**src/rtl/ifetch_queue.sv**
```systemverilog
// Instruction fetch queue: issues PC reads, queues returning words for decode.
// Optional same-cycle bypass when built with IFQ_BYPASS_EN defined.
//
// Ports:
//   clk, rst        clock, async active-high reset
//   valid_i/ready_o upstream PC handshake; pc_i is the PC to fetch
//   valid_o/ready_i downstream handshake; pc_o/inst_o/misalign_o head entry
//   insmemaddr_o    memory address (pc_i), insmemreq_o read enable
//   insmemdata_i    read data, valid one cycle after insmemreq_o
//   flush_i         redirect: drops queued and in-flight fetches
module ifetch_queue #(
  parameter int XLEN  = 32,
  parameter int DEPTH = 4
) (
  input  logic            clk,
  input  logic            rst,
  input  logic            valid_i,
  output logic            ready_o,
  input  logic [XLEN-1:0] pc_i,
  output logic            valid_o,
  input  logic            ready_i,
  output logic [XLEN-1:0] pc_o,
  output logic [XLEN-1:0] inst_o,
  output logic            misalign_o,
  output logic [XLEN-1:0] insmemaddr_o,
  output logic            insmemreq_o,
  input  logic [XLEN-1:0] insmemdata_i,
  input  logic            flush_i
);

  localparam int AW = $clog2(DEPTH);
  localparam int CW = AW + 1;
  localparam logic [CW:0] DEPTH_C = (CW+1)'(DEPTH);

  logic [AW-1:0] head, tail;
  logic [CW-1:0] count;
  logic          inflight;
  logic [XLEN-1:0] if_pc;
  logic          if_mis;

  logic [DEPTH-1:0][XLEN-1:0] q_pc;
  logic [DEPTH-1:0][XLEN-1:0] q_inst;
  logic [DEPTH-1:0]           q_mis;

  logic [CW:0] occ;
  logic        nonempty;
  logic        wr;
  logic        pop;

  // In-flight request reserves a slot so its response always fits.
  assign occ = {1'b0, count} + (CW+1)'(inflight);
  assign ready_o = (occ < DEPTH_C) | flush_i;
  assign insmemreq_o = valid_i & ready_o;
  assign insmemaddr_o = pc_i;

  assign nonempty = (count != '0);
  assign pop = nonempty & ready_i & ~flush_i;

`ifdef IFQ_BYPASS_EN
  logic byp;

  // Empty queue: hand the response straight to decode.
  assign byp = ~nonempty & inflight & ~flush_i;
  assign wr = inflight & ~flush_i & ~(byp & ready_i);
  assign valid_o = nonempty | byp;
  assign pc_o = byp ? if_pc : q_pc[head];
  assign inst_o = byp ? insmemdata_i : q_inst[head];
  assign misalign_o = byp ? if_mis : q_mis[head];
`else
  assign wr = inflight & ~flush_i;
  assign valid_o = nonempty;
  assign pc_o = q_pc[head];
  assign inst_o = q_inst[head];
  assign misalign_o = q_mis[head];
`endif

  always_ff @(posedge clk or posedge rst) begin
    if (rst) begin
      head     <= '0;
      tail     <= '0;
      count    <= '0;
      inflight <= 1'b0;
      if_pc    <= '0;
      if_mis   <= 1'b0;
      q_pc     <= '0;
      q_inst   <= '0;
      q_mis    <= '0;
    end else begin
      // A fetch accepted during flush is issued but its result dropped.
      inflight <= insmemreq_o & ~flush_i;
      if (insmemreq_o) begin
        if_pc  <= pc_i;
        if_mis <= (pc_i[1:0] != 2'b00);
      end
      if (flush_i) begin
        count <= '0;
        head  <= tail;
      end else begin
        if (wr) begin
          q_pc[tail]   <= if_pc;
          q_inst[tail] <= insmemdata_i;
          q_mis[tail]  <= if_mis;
          tail         <= tail + AW'(1);
        end
        if (pop) begin
          head <= head + AW'(1);
        end
        unique case ({wr, pop})
          2'b10:   count <= count + CW'(1);
          2'b01:   count <= count - CW'(1);
          default: count <= count;
        endcase
      end
    end
  end

endmodule
```
**config.mk**
```make
export PLATFORM = sky130hd
export DESIGN_NAME = ifetch_queue
export DESIGN_NICKNAME = d
export VERILOG_FILES = /design/src/rtl/ifetch_queue.sv
export SDC_FILE = /design/constraint.sdc
export NUM_CORES = 1
export LEC_CHECK = 0
export BUFFER_PORTS_ARGS = -buffer_cell sky130_fd_sc_hd__buf_4
export CAP_MARGIN = 40
export CELL_PAD_IN_SITES_DETAIL_PLACEMENT = 1
export CELL_PAD_IN_SITES_GLOBAL_PLACEMENT = 1
export CORE_MARGIN = 2
export CORE_UTILIZATION = 30
export DETAILED_ROUTE_END_ITERATION = 10
export HOLD_SLACK_MARGIN = 0.05
export PLACE_DENSITY = 0.62
export SLEW_MARGIN = 20
export SYNTH_ARGS = -nofsm -noshare
export SYNTH_HDL_FRONTEND = slang
export SYNTH_SLANG_ARGS = --single-unit
```
**constraint.sdc**
```tcl
create_clock -name clk -period 11.2 [get_ports clk]
set_input_delay 1.12 -clock clk [delete_from_list [all_inputs] [get_ports clk]]
set_output_delay 1.12 -clock clk [all_outputs]
set_load 0.01 [all_outputs]
```
==> run metrics <==
most numerous cell in the Yosys netlist=dfrtp_1; synth warn=0; sequential fraction of the synthesis area=0.5362; ys async rst share=1.000; Worst Skew=0.01415 ns; Pwr Density=292.3 nW/um^2; Post-CTS Resized=0; H-Tree Depth=2; Final Core Density=0.3626; Core ar.=46360 sq um; Post-Place Setup Slack=7.645 ns; CP Launch Type=flip-flop; Seq pwr share=0.385; final wirelength=31800 um; unrepaired setup endpoints after global routing=no; total CTS buffers=36; register bit total from synthesis=301; Max-Cap Viols=0; Placement Rows=79; global-route wire length before repair=49250 um; crit-path max FO=30; chip height=220.4 um; setup TNS=0 ns; # hold bufs at CTS=0; Internal=3.503 mW; Logic pwr share=0.379; per-cell routed wire length=20.40 um; Final Max Tran Viols=0; Worst-Skew Late Latency=0.52 ns; Post-synth EDFFs=0; Starting Density=0.3030; largest area contributor in the netlist=dfrtp_1; number of setup buffers added after CTS=0; GR Overflow Total=0; synthesis-to-layout area growth=19.68%; Mapped Nets=865; Req. time, crit path=10.08 ns; clock transition at the registers of the reported paths=0.06 ns; worst setup margin=7.212 ns; post-synth top area share=0.5362; Crit Path Category=flip-flop to primary output; PortBufs=168; Sink Count=301; detailed-route vias per instance=4.632; NumNets Final=1003; relative slew slack=0.4513; Synth area leaders=dfrtp_1, mux2_4, mux4_2; worst slew pin tran=0.8231 ns; Max clock buf depth=3; Horiz. Die Dim=220.4 um; CTS tree=done; vias=7222; Worst EP arrival=2.87 ns; GRT Resource Usage Total=0.1321; share of cells above drive strength 1=0.6351; largest net degree at the start of global routing=186; minimum clock period=3.988 ns; distinct cell type count after synthesis=32; IR drop worst, VDD=0.1222 mV; critical path's slowest cell=dfrtp_4; vias in the first global route=8088; status=completed; Critical Path Most Common Cell=buf_4; post-DP HPWL=18510 um; GPL Wtd Cong=0.6823; # setup viols final=0; initial drt markers=371; clock share of power=0.235; Buf+Inv Stages, Crit Path=3; fillcell total=4625; First-pass DRT Iterations=4; crit path cell chain=buf_4 > buf_16 > mux4_2 > buf_4; top cells by count, synth=dfrtp_1, mux2_4, mux2_2, mux4_2, buf_4; Post-DRT Antenna Nets=0; Syn Area/Cell=17.76 sq um; Total Die Area=48570 sq um; number of top-level pins=169; Fmax=250.7 MHz; crit-path max cell delay=0.87 ns; final hold viol count=0; DRC errors left=0; crit-path leading delay family=flip-flops; Final period util=0.3561; Critical Path End Type=primary output; Synth Flop Type=dfrtp_1; Mapped Cells=791; initial antenna violation count=1; Root Buffer=clkbuf_16; leakage=8.109 nW; Synth Cell Area=14050 sq um; sw frac=0.2871; Hold WC Path Type=flip-flop to flip-flop; NetSw=1.410 mW
-- cell families (layout without fill, tap and decap cells) --
group	count (synthesis)	count (layout)	synth area share
DFF	301	301	0.5362
buffers and inverters	86	246	0.04899
adders and majority gates	5	5	0.004988
xor gates and xnor gates	4	4	0.002494
and+or+nand+nor	22	22	0.007394
muxes	359	359	0.3932
AOI/OAI and AO/OA	14	14	0.006681
other	0	1	0
-- state kept, by name (all words and copies together), names as in the netlist --
register  count
count         3
q_mis         4
q_inst      128
if_mis        1
q_pc        128
tail          2
head          2
inflight      1
if_pc        32
-- power by group through the flow --
stage                     sequential (mW)  clock, mW  combinational (mW)
after floorplan                      1.76          0                1.35
after global placement               1.89          0                1.85
after detailed placement             1.90          0                1.90
after CTS                            1.90       1.20                1.91
after global routing                 1.96       1.24                2.00
final                                1.89       1.16                1.86
-- metal layers --
metal | track usage | wire length, um | up-vias
met4 | 0.03579 | 586 | 0
met2 | 0.2094 | 15240 | 113
met1 | 0.1841 | 14670 | 3935
li1 | - | - | 3139
met5 | 0 | 0 | -
met3 | 0.02708 | 1301 | 35
-- cell usage in the layout, fill, tap and decap left out, drive strengths merged, types with 3 or more instances in the layout --
cell      n
nor2b     3
mux4     65
ha        4
nor2      6
o21ai     5
dfrtp   301
buf     181
clkinv    7
clkbuf   50
mux2    293
nand2     8
inv       5
-- worst paths after layout --
check                         endpoint  depth (start not counted)        start  slack [ns]
min reg2reg                q_inst[118]                          1  q_inst[118]        0.50
max                            pc_o[1]                          4      head[0]        7.21
min in group asynchronous   q_inst[32]                          2          rst        0.51
max reg2reg                 q_inst[82]                          5     inflight        8.40
max in group asynchronous      head[0]                          4          rst        9.44
min                        q_inst[118]                          1  q_inst[118]        0.50
-- layout make-up --
class	count	area, sq um	area share
multi-input cells	404	5864	0.3488
clock inverters	10	102.6	0.006103
diodes	1	2.502	0.0001489
clock buffers	50	1065	0.06334
inverters	5	26.28	0.001563
well taps	607	759.5	0.04518
repair buffers	181	1451	0.08634
flip-flops and latches	301	7540	0.4485
-- metrics by stage --
step / total power, mW / area, sq um / hold slack (ns) / cells
6_report: 4.913 / 16810 / 0.5008 / 1559
5_1_grt: 5.209 / 16810 / 0.4941 / 1558
4_1_cts: 5.008 / 16750 / 0.5019 / 1556
3_5_place_dp: 3.805 / 15590 / 0.4886 / 1496
3_3_place_gp: 3.746 / 15520 / 0.4823 / 1493
2_1_floorplan: 3.110 / 14050 / 0.4738 / 791
(Power assumes the default switching activity.)
